### config.mk
export PLATFORM = sky130hd
export DESIGN_NAME = rect_fill_engine_flat
export DESIGN_NICKNAME = d
export VERILOG_FILES = /design/src/rtl/rect_fill_if.sv /design/src/rtl/rect_fill_engine.sv /design/src/flat_wrapper.sv
export SDC_FILE = /design/constraint.sdc
export NUM_CORES = 1
export LEC_CHECK = 0
export ABC_AREA = 1
export BUFFER_PORTS_ARGS = -buffer_cell sky130_fd_sc_hd__buf_4
export CAP_MARGIN = 20
export CORE_MARGIN = 2
export CORE_UTILIZATION = 38
export DETAILED_ROUTE_END_ITERATION = 7
export PLACE_DENSITY_LB_ADDON = 0.08
export SETUP_SLACK_MARGIN = 0.05
export SYNTH_ARGS = -nofsm -noshare
export SYNTH_HDL_FRONTEND = slang
export SYNTH_SLANG_ARGS = --single-unit
export TNS_END_PERCENT = 30
### constraint.sdc
create_clock -name clk -period 2 [get_ports clk]
set_clock_uncertainty 0.05 [all_clocks]
set_input_delay 0.1 -clock clk [delete_from_list [all_inputs] [get_ports clk]]
set_output_delay 0.1 -clock clk [all_outputs]
set_load 0.01 [all_outputs]
### src/rtl/rect_fill_if.sv
// rect_fill_if: command and pixel-write bundle for rect_fill_engine.
// master: command source / write-port arbiter side (drives command and grant).
// slave : the fill engine (drives status and the pixel write port).
interface rect_fill_if #(
    parameter int h_size      = 640,
    parameter int v_line      = 480,
    parameter int color_depth = 8
);
    localparam int xw = $clog2(h_size);
    localparam int yw = $clog2(v_line);

    // command side
    logic                   start;
    logic [xw-1:0]          x0;
    logic [yw-1:0]          y0;
    logic [xw-1:0]          x1;
    logic [yw-1:0]          y1;
    logic [color_depth-1:0] color;
    logic                   outline;

    // status
    logic                   ready;
    logic                   busy;
    logic                   done;

    // pixel memory write port
    logic                   wr_grant;
    logic                   write_en;
    logic [xw-1:0]          h_pixel_write;
    logic [yw-1:0]          v_pixel_write;
    logic [color_depth-1:0] color_write;

    modport master (
        output start, x0, y0, x1, y1, color, outline, wr_grant,
        input  ready, busy, done, write_en, h_pixel_write, v_pixel_write, color_write
    );

    modport slave (
        input  start, x0, y0, x1, y1, color, outline, wr_grant,
        output ready, busy, done, write_en, h_pixel_write, v_pixel_write, color_write
    );
endinterface

### src/rtl/rect_fill_engine.sv
// rect_fill_engine: fills an axis-aligned rectangle with one colour, one pixel
// per granted cycle, row-major, on the frame-buffer write port.
// Optional outline-only mode is built when RECT_FILL_OUTLINE_EN is defined;
// otherwise the outline input is ignored.
//
// state | meaning
// ------+-----------------------------------------------------------
// IDLE  | ready for a command; start latches clipped bounds + colour
// FILL  | cursor walks the rectangle, advancing only on wr_grant
// DONE  | one-cycle done pulse, then back to IDLE
module rect_fill_engine #(
    parameter int h_size      = 640,
    parameter int v_line      = 480,
    parameter int color_depth = 8
) (
    input logic       clk,
    input logic       reset,
    rect_fill_if.slave bus
);
    localparam int xw = $clog2(h_size);
    localparam int yw = $clog2(v_line);

    localparam logic [xw-1:0] x_last = xw'(h_size - 1);
    localparam logic [yw-1:0] y_last = yw'(v_line - 1);

    typedef enum logic [1:0] {
        IDLE = 2'd0,
        FILL = 2'd1,
        DONE = 2'd2
    } state_t;

    state_t state, state_nxt;

    logic [xw-1:0]          cur_x, xmin, xmax;
    logic [yw-1:0]          cur_y, ymin, ymax;
    logic [color_depth-1:0] col;

    logic [xw-1:0] lo_x, hi_x, clip_x;
    logic [yw-1:0] lo_y, hi_y, clip_y;
    logic          off_screen;

    logic load;
    logic advance;
    logic x_at_end, y_at_end, last_pix;
    logic jump;

    // Normalise the incoming corners and clip the far edge to the screen.
    always_comb begin
        lo_x       = (bus.x0 < bus.x1) ? bus.x0 : bus.x1;
        hi_x       = (bus.x0 < bus.x1) ? bus.x1 : bus.x0;
        lo_y       = (bus.y0 < bus.y1) ? bus.y0 : bus.y1;
        hi_y       = (bus.y0 < bus.y1) ? bus.y1 : bus.y0;
        clip_x     = (hi_x > x_last) ? x_last : hi_x;
        clip_y     = (hi_y > y_last) ? y_last : hi_y;
        // Near corner beyond the last pixel means nothing is visible.
        off_screen = (lo_x > x_last) || (lo_y > y_last);
    end

    // Cursor position relative to the latched bounds.
    always_comb begin
        x_at_end = (cur_x == xmax);
        y_at_end = (cur_y == ymax);
        last_pix = x_at_end && y_at_end;
    end

`ifdef RECT_FILL_OUTLINE_EN
    logic outl;

    // On interior rows of an outline, skip straight from the left edge to the right edge.
    always_comb begin
        jump = outl && (cur_y != ymin) && (cur_y != ymax) && (cur_x == xmin);
    end
`else
    // Outline mode not built: the cursor always steps by one pixel.
    always_comb begin
        jump = 1'b0;
    end
`endif

    // State register.
    always_ff @(posedge clk or posedge reset) begin
        if (reset) begin
            state <= IDLE;
        end else begin
            state <= state_nxt;
        end
    end

    // Next-state and output decode.
    always_comb begin
        state_nxt    = state;
        bus.ready    = 1'b0;
        bus.busy     = 1'b0;
        bus.done     = 1'b0;
        bus.write_en = 1'b0;
        load         = 1'b0;
        advance      = 1'b0;
        case (state)
            IDLE: begin
                bus.ready = 1'b1;
                if (bus.start) begin
                    if (off_screen) begin
                        state_nxt = DONE;
                    end else begin
                        load      = 1'b1;
                        state_nxt = FILL;
                    end
                end
            end
            FILL: begin
                bus.busy     = 1'b1;
                // Grant gates the registered cursor directly so a lent port costs no cycle.
                bus.write_en = bus.wr_grant;
                if (bus.wr_grant) begin
                    advance = 1'b1;
                    if (last_pix) begin
                        state_nxt = DONE;
                    end
                end
            end
            DONE: begin
                bus.done  = 1'b1;
                state_nxt = IDLE;
            end
            default: begin
                state_nxt = IDLE;
            end
        endcase
    end

    // Bounds, colour and cursor: latched on an accepted command, stepped on each granted write.
    always_ff @(posedge clk or posedge reset) begin
        if (reset) begin
            cur_x <= '0;
            cur_y <= '0;
            xmin  <= '0;
            xmax  <= '0;
            ymin  <= '0;
            ymax  <= '0;
            col   <= '0;
        end else if (load) begin
            xmin  <= lo_x;
            xmax  <= clip_x;
            ymin  <= lo_y;
            ymax  <= clip_y;
            col   <= bus.color;
            cur_x <= lo_x;
            cur_y <= lo_y;
        end else if (advance && !last_pix) begin
            if (!x_at_end) begin
                cur_x <= jump ? xmax : cur_x + xw'(1);
            end else begin
                cur_x <= xmin;
                cur_y <= cur_y + yw'(1);
            end
        end
    end

`ifdef RECT_FILL_OUTLINE_EN
    // Outline mode is captured with the command so later port changes do not matter.
    always_ff @(posedge clk or posedge reset) begin
        if (reset) begin
            outl <= 1'b0;
        end else if (load) begin
            outl <= bus.outline;
        end
    end
`endif

    // Write port presents the live cursor and the latched colour.
    always_comb begin
        bus.h_pixel_write = cur_x;
        bus.v_pixel_write = cur_y;
        bus.color_write   = col;
    end

endmodule

### src/flat_wrapper.sv
// flat-port wrapper written by rule: the top's interface ports become plain ports
module rect_fill_engine_flat 
#(
    parameter int h_size      = 640,
    parameter int v_line      = 480,
    parameter int color_depth = 8
)
  (clk, reset, bus_start, bus_x0, bus_y0, bus_x1, bus_y1, bus_color, bus_outline, bus_wr_grant, bus_ready, bus_busy, bus_done, bus_write_en, bus_h_pixel_write, bus_v_pixel_write, bus_color_write);
  rect_fill_if #(.h_size(h_size), .v_line(v_line), .color_depth(color_depth)) bus_i ();
  input logic clk;
  input logic reset;
  input wire logic [$bits(bus_i.start)-1:0] bus_start;
  input wire logic [$bits(bus_i.x0)-1:0] bus_x0;
  input wire logic [$bits(bus_i.y0)-1:0] bus_y0;
  input wire logic [$bits(bus_i.x1)-1:0] bus_x1;
  input wire logic [$bits(bus_i.y1)-1:0] bus_y1;
  input wire logic [$bits(bus_i.color)-1:0] bus_color;
  input wire logic [$bits(bus_i.outline)-1:0] bus_outline;
  input wire logic [$bits(bus_i.wr_grant)-1:0] bus_wr_grant;
  output wire logic [$bits(bus_i.ready)-1:0] bus_ready;
  output wire logic [$bits(bus_i.busy)-1:0] bus_busy;
  output wire logic [$bits(bus_i.done)-1:0] bus_done;
  output wire logic [$bits(bus_i.write_en)-1:0] bus_write_en;
  output wire logic [$bits(bus_i.h_pixel_write)-1:0] bus_h_pixel_write;
  output wire logic [$bits(bus_i.v_pixel_write)-1:0] bus_v_pixel_write;
  output wire logic [$bits(bus_i.color_write)-1:0] bus_color_write;
  assign bus_i.start = bus_start;
  assign bus_i.x0 = bus_x0;
  assign bus_i.y0 = bus_y0;
  assign bus_i.x1 = bus_x1;
  assign bus_i.y1 = bus_y1;
  assign bus_i.color = bus_color;
  assign bus_i.outline = bus_outline;
  assign bus_i.wr_grant = bus_wr_grant;
  assign bus_ready = bus_i.ready;
  assign bus_busy = bus_i.busy;
  assign bus_done = bus_i.done;
  assign bus_write_en = bus_i.write_en;
  assign bus_h_pixel_write = bus_i.h_pixel_write;
  assign bus_v_pixel_write = bus_i.v_pixel_write;
  assign bus_color_write = bus_i.color_write;
  rect_fill_engine #(.h_size(h_size), .v_line(v_line), .color_depth(color_depth)) u_core (.clk(clk), .reset(reset), .bus(bus_i));
endmodule
==> results of run 1 <==
routing by layer:
| layer | vias to the layer above | wire [µm] |
|---|---|---|
| met4 | 0 | 108 |
| met1 | 1939 | 5810 |
| met3 | 14 | 616 |
| li1 | 2266 | - |
| met2 | 107 | 5050 |
| met5 | - | 0 |
cell families after synthesis:
| kind of cell | Yosys count | share of synthesized area |
|---|---|---|
| buffers and inverters | 89 | 0.0954 |
| and+or+nand+nor | 344 | 0.357 |
| AOI/OAI and AO/OA | 54 | 0.0769 |
| xor gates and xnor gates | 29 | 0.0615 |
| DFF | 58 | 0.351 |
| adders and majority gates | 19 | 0.0576 |
worst reg2reg max path: stages, from the launching register on:
cell and delay, ps:
dfrtp_1 410, xor2_1 160, nor2_1 120, nand4_1 140
nor2_4 190, inv_2 100, nor2_4 140, nor2_4 70
inv_2 90, nand2_4 90, inv_4 80, nand2_1 50
nand2_1 60
state kept, by name, summed over array words and instances (netlist names):
signal and cells:
u_core.xmax 10, u_core.state 2, u_core.bus.color_write 8, u_core.bus.h_pixel_write 10, u_core.bus.v_pixel_write 9, u_core.ymax 9
u_core.xmin 10
worst paths after layout:
path / start / to / slack (ps) / cells after the start
worst max-delay path: bus_y1[5] / u_core.bus.v_pixel_write[6]$_DFFE_PP0P_ / 110 / 16
worst min-delay path: bus_y1[0] / u_core.ymax[0]$_DFFE_PP0P_ / 70 / 5
worst max register to register: u_core.bus.h_pixel_write[0]$_DFFE_PP0P_ / u_core.bus.h_pixel_write[2]$_DFFE_PP0P_ / 200 / 12
worst min register to register: u_core.xmin[4]$_DFFE_PP0P_ / u_core.xmin[4]$_DFFE_PP0P_ / 430 / 2
max in group asynchronous: reset / u_core.xmax[1]$_DFFE_PP0P_ / 1010 / 4
min in group asynchronous: reset / u_core.ymax[1]$_DFFE_PP0P_ / 320 / 3
cells in the mapped netlist (all sizes together):
master  count
dfrtp      58
nand2     249
o21ai      30
xor2       18
a21oi       6
buf        15
nor2       27
clkbuf      5
o22ai       1
nand3b      1
ha         19
nor3        2
or2         4
nor3b       1
nand4      19
xnor2      11
o21a        1
nand3      41
o211ai     14
a21o        2
inv        69
cell usage in the layout (no fill, tap or decap), types with 10 or more instances in the layout:
cell type      instances
buf_4                177
clkbuf_8              11
dfrtp_1               58
dlygate4sd3_1         10
ha_1                  11
inv_1                 54
inv_2                 14
nand2_1              235
nand2_2               11
nand3_1               32
nand4_1               19
nor2_1                17
o211ai_1              14
o21ai_0               25
xnor2_1               11
xor2_1                18
metrics by stage:
step           TNS [ps]  hold WS (ps)  power, mW  utilization  cell area, µm²
2_1_floorplan         0           160       4.05            -            4130
3_3_place_gp     -12900           140       5.46        0.515            5510
3_5_place_dp     -17990           145       5.50        0.515            5510
4_1_cts               0          64.0       6.69        0.547            5860
5_1_grt               0          84.2       7.47        0.587            6280
6_report              0          70.5       6.87        0.587            6280
repair_timing:
item | 4_1_cts | 5_1_grt
endpoints found under the hold margin | 32 | 0
resized for setup | 3 | 52
buffers inserted | 0 | 12
setup endpoints to repair | 25 | 57
gates cloned | 1 | 5
hold buffers | 10 | 0
pin swaps | 0 | 27
report_power, final:
group	total (mW)	leakage (nW)	switching, mW	internal, mW
sequential	2.09	0.725	0.382	1.71
combinational	3.69	2.57	1.87	1.82
clock	1.09	0.105	0.459	0.636
total	6.87	3.40	2.71	4.17
cell type report:
cell class / count / area (µm²) / share of cell area
Sequential cell: 58 / 1450 / 0.231
Timing Repair Buffer: 198 / 1650 / 0.263
Clock buffer: 11 / 151 / 0.0241
Clock inverter: 5 / 52.6 / 0.00836
Inverter: 69 / 262 / 0.0416
Multi-Input combinational cell: 448 / 2540 / 0.404
Tap cell: 140 / 175 / 0.0279
==> flow_metrics.env, run 1 <==
export IMPL_clk_pin_slew_worst_paths_ps=70
export IMPL_hold_path_class="in -> reg"
export IMPL_clock_latency_ps=340
export IMPL_synth_area_top_cells="dfrtp_1 (35%), nand2_1 (22%), ha_1 (5.8%)"
export IMPL_grt_total_usage=0.194
export IMPL_cts_tree="built"
export IMPL_worstPathRequired_ps=2170
export IMPL_ir_worst_vdd_uv=517
export IMPL_crit_path_top_delay_cell="ha_1"
export IMPL_finalHoldViolations=0
export IMPL_route_detailed_drc=0
export IMPL_worst_setup_path_end_kind="register"
export IMPL_ys_seq_area_frac=0.351
export IMPL_dp_hpwl_mm=8.48
export IMPL_arrival_ps=2060
export IMPL_drv_cap=0
export IMPL_status="finished clean"
export IMPL_final_cells=929
export IMPL_synthCells=593
export IMPL_antenna_cells=0
export IMPL_synth_top_area_cell="dfrtp_1"
export IMPL_fmax_mhz=529
export IMPL_tightest_slew_ps=540
export IMPL_crit_path_max_incr_delay_ps=280
export IMPL_place_port_buffers=80
export IMPL_die_h_um=108
export IMPL_cts_max_level=3
export IMPL_globalRouteMet3Util=0.0283
export IMPL_critPathBufInv=5
export IMPL_dp_cells=885
export IMPL_drive_above_1_share=0.341
export IMPL_finalWeightedCongestion=0.851
export IMPL_syn_area_um2=4130
export IMPL_antenna_found_initial=0
export IMPL_drtAntennaViolNets=0
export IMPL_initial_core_util=0.386
export IMPL_use_met1=0.304
export IMPL_drt_first_pass_iters=6
export IMPL_netlist_cell_type_count=32
export IMPL_cp_max_fo=23
export IMPL_setup_viol=0
export IMPL_cts_inserted_buffers=9
export IMPL_final_nets=854
export IMPL_dr_first_iter_drc_count=302
export IMPL_dieArea_um2=11700
export IMPL_rsz0062_at_grt="true"
export IMPL_grt_pass1_wl_mm=18.0
export IMPL_synth_top_cell_area_share=0.351
export IMPL_wl_per_cell_um=12.5
export IMPL_crit_type="in -> reg"
export IMPL_use_met2=0.272
export IMPL_via_count=4326
export IMPL_cp_start_kind="primary input"
export IMPL_crit_chain="buf_4 -> inv_1 -> ha_1 -> nand2_2 -> nor2_4 -> nand3_4 -> buf_4 -> nand4_1 -> nand2_1 -> nor2_1 -> nand2_2 -> nand3_4 -> inv_2 -> buf_12 -> nand3_1 -> nand3_1"
export IMPL_leakagePower_nw=3.40
export IMPL_synth_warnings=0
export IMPL_row_count=38
export IMPL_coreArea_um2=10700
export IMPL_clock_sinks=58
export IMPL_syn_avg_cell_area_um2=6.96
export IMPL_dieWidth_um=108
export IMPL_maxSlewViolCount=0
export IMPL_worst_slack_ps=110
export IMPL_grt_pass1_vias=3799
export IMPL_ys_seq_elements=58
export IMPL_grt_overflow=0
export IMPL_io_pins=82
export IMPL_relSlewSlack=0.639
export IMPL_min_period_ps=1890
export IMPL_routed_via_density=4.66
export IMPL_fin_crit_sh=0.945
export IMPL_synth_nets=663
export IMPL_cpLargestDelayFamily="simple AND/OR/NAND/NOR gates"
export IMPL_fill_cells=1034
export IMPL_busiest_layer="met1"
export IMPL_pwr_density_cell_nw_per_um2=1090
export IMPL_pre_cts_ws_ps=-374
export IMPL_grt_max_degree=36
export IMPL_clockBufferDepth=2
export IMPL_area_growth_pct=52.1
export IMPL_clock_tree_root_cell="clkbuf_8"
export IMPL_drt_wl_total_mm=11.6
(Power assumes the default switching activity.)
==> run 2: changes to the inputs <==
--- a/config.mk
+++ b/config.mk
@@ -8,8 +8,10 @@
 export ABC_AREA = 1
 export BUFFER_PORTS_ARGS = -buffer_cell sky130_fd_sc_hd__buf_4
 export CAP_MARGIN = 20
+export CORE_ASPECT_RATIO = 1.5
 export CORE_MARGIN = 2
 export CORE_UTILIZATION = 38
+export CTS_CLUSTER_DIAMETER = 200
 export DETAILED_ROUTE_END_ITERATION = 7
 export PLACE_DENSITY_LB_ADDON = 0.08
 export SETUP_SLACK_MARGIN = 0.05
==> run 2 against run 1 <==
Compared with the run above:
- final cell count shrank 0.11%
- wire length grew 5.1%
- combinational power shrank 3%
- flip-flop and latch count is the same
==> flow_metrics.env, run 2 (synthesized netlist as in run 1, its figures left out) <==
export IMPL_cp_start_kind="register"
export IMPL_grt_total_usage=0.210
export IMPL_status="finished clean"
export IMPL_relSlewSlack=0.741
export IMPL_hp_start="bus_wr_grant"
export IMPL_area_growth_pct=49.4
export IMPL_dr_first_iter_drc_count=224
export IMPL_clock_tree_root_cell="clkbuf_16"
export IMPL_worst_setup_path_end_kind="register"
export IMPL_worstReg2RegStart="u_core.bus.h_pixel_write[6]$_DFFE_PP0P_"
export IMPL_fmax_mhz=540
export IMPL_fin_hold_ws_ps=20.2
export IMPL_reg2reg_slack_ps=150
export IMPL_route_detailed_drc=0
export IMPL_clock_sinks=58
export IMPL_setup_viol=0
export IMPL_final_nets=849
export IMPL_mostFrequentLayoutCells="nand2_1 (237), buf_4 (180), inv_1 (59), dfrtp_1 (58), nand3_1 (34)"
export IMPL_critPathBufInv=5
export IMPL_cts_max_level=3
export IMPL_dieWidth_um=89.1
export IMPL_dp_hpwl_mm=9.31
export IMPL_r2r_end="u_core.bus.h_pixel_write[8]$_DFFE_PP0P_"
export IMPL_hold_path_class="in -> reg"
export IMPL_min_period_ps=1850
export IMPL_final_area_um2=6170
export IMPL_drt_wl_total_mm=12.2
export IMPL_crit_type="reg -> reg"
export IMPL_finalHoldViolations=0
export IMPL_fin_crit_sh=0.927
export IMPL_tightest_slew_ps=387
export IMPL_cp_max_fo=5
export IMPL_drv_cap=0
export IMPL_fin_util=0.583
export IMPL_maxSlewViolCount=0
export IMPL_crit_chain="xor2_1 -> nor2_1 -> inv_1 -> nor2_2 -> inv_2 -> nor2_4 -> inv_4 -> nor2_4 -> nor2_4 -> inv_2 -> buf_4 -> nand3_1 -> nand3_1"
export IMPL_leakagePower_nw=3.38
export IMPL_worstPathRequired_ps=2210
export IMPL_drt_first_pass_iters=4
export IMPL_antenna_cells=0
export IMPL_grt_overflow=0
export IMPL_routed_via_density=4.75
export IMPL_clk_pin_slew_worst_paths_ps=50
export IMPL_antenna_found_initial=0
export IMPL_cts_tree="built"
export IMPL_pwr_density_cell_nw_per_um2=1160
export IMPL_cts_inserted_buffers=9
export IMPL_cpLargestDelayFamily="simple AND/OR/NAND/NOR gates"
export IMPL_clockBufferDepth=2
export IMPL_io_pins=82
export IMPL_crit_path_top_delay_cell="dfrtp_1"
export IMPL_via_count=4407
export IMPL_die_h_um=132
export IMPL_arrival_ps=2060
export IMPL_drtAntennaViolNets=0
export IMPL_grt_max_degree=59
export IMPL_r2r_cells=13
export IMPL_rsz0062_at_grt="true"
export IMPL_clock_latency_ps=330
export IMPL_coreArea_um2=10600
export IMPL_cp_common_cell="nor2_4"
export IMPL_final_common_cell="nand2_1"
export IMPL_grt_pass1_wl_mm=19.4
export IMPL_dpl_instance_area_um2=5510
export IMPL_grt_pass1_vias=4310
export IMPL_place_port_buffers=80
export IMPL_ir_worst_vdd_uv=788
export IMPL_crit_path_max_incr_delay_ps=420
export IMPL_hold_path_end="u_core.state[0]$_DFFE_PP0P_"
export IMPL_wl_per_cell_um=13.1
export IMPL_row_count=46
export IMPL_hold_depth=4
export IMPL_drive_above_1_share=0.319
export IMPL_initial_core_util=0.390
export IMPL_critical_path_startpoint="u_core.bus.h_pixel_write[6]$_DFFE_PP0P_"
export IMPL_finalWeightedCongestion=0.885
export IMPL_dieArea_um2=11700
## run 2: changes by cell type in the layout (fill, tap and decap cells not counted), sizes merged
cell / change
dlygate4sd3: -1
buf: -1
clkinvlp: -1
clkbuf: +1
clkinv: -1
nand3: -1
bufinv: -1
## run 2: per-stage QoR
step	instances	power (mW)	worst slack (ps)	setup TNS, ps
global placement	890	5.44	-179	-7100
CTS	916	7.02	65.9	0
global route	928	7.75	16.3	0
detailed placement	890	5.50	-223	-9670
finish	928	7.16	146	0
floorplan	593	4.05	116	0
## run 2: how the worst max path moves through the flow
stage | end | slack [ps] | cells after the start
global placement | u_core.xmax[8]$_DFFE_PP0P_ | -180 | 15
global route | u_core.xmax[4]$_DFFE_PP0P_ | 20 | 19
floorplan | u_core.ymax[8]$_DFFE_PP0P_ | 120 | 15
detailed placement | u_core.bus.h_pixel_write[0]$_DFFE_PP0P_ | -220 | 19
CTS | u_core.bus.h_pixel_write[1]$_DFFE_PP0P_ | 70 | 14
finish | u_core.bus.h_pixel_write[8]$_DFFE_PP0P_ | 150 | 13
## run 2: what timing repair did
action,4_1_cts,5_1_grt
pin swaps,0,26
hold buffers,9,0
endpoints found under the setup margin,6,55
cloned,0,2
endpoints found under the hold margin,66,0
buffers inserted,1,10
gates resized for setup,1,38
## run 2: metal layers
| metal | part of all wire | up-vias | global-route usage |
|---|---|---|---|
| met5 | 0 | - | 0 |
| met4 | 0.025 | 0 | 0.0614 |
| li1 | - | 2255 | - |
| met3 | 0.027 | 27 | 0.0320 |
| met2 | 0.57 | 80 | 0.401 |
| met1 | 0.37 | 2045 | 0.228 |
## run 2: power by group
group | internal (mW) | total (mW) | leakage, nW | switching [mW]
combinational | 1.73 | 3.58 | 2.51 | 1.84
clock | 0.935 | 1.46 | 0.143 | 0.526
sequential | 1.71 | 2.12 | 0.725 | 0.407
total | 4.38 | 7.16 | 3.38 | 2.78
## run 2: area by class of cell
type / instances / area, µm²
clock buffer: 14 / 274
clock inverter: 2 / 10.0
fill: 1052 / 4420
inverter: 69 / 264
multi-input combinational: 447 / 2440
sequential: 58 / 1450
tap: 144 / 180
timing repair buffer: 194 / 1550
## run 2: tightest hold or removal path: stages
cell and delay [ps]:
buf_4 90, nand2_1 60, nand2_1 60, nand2_1 40
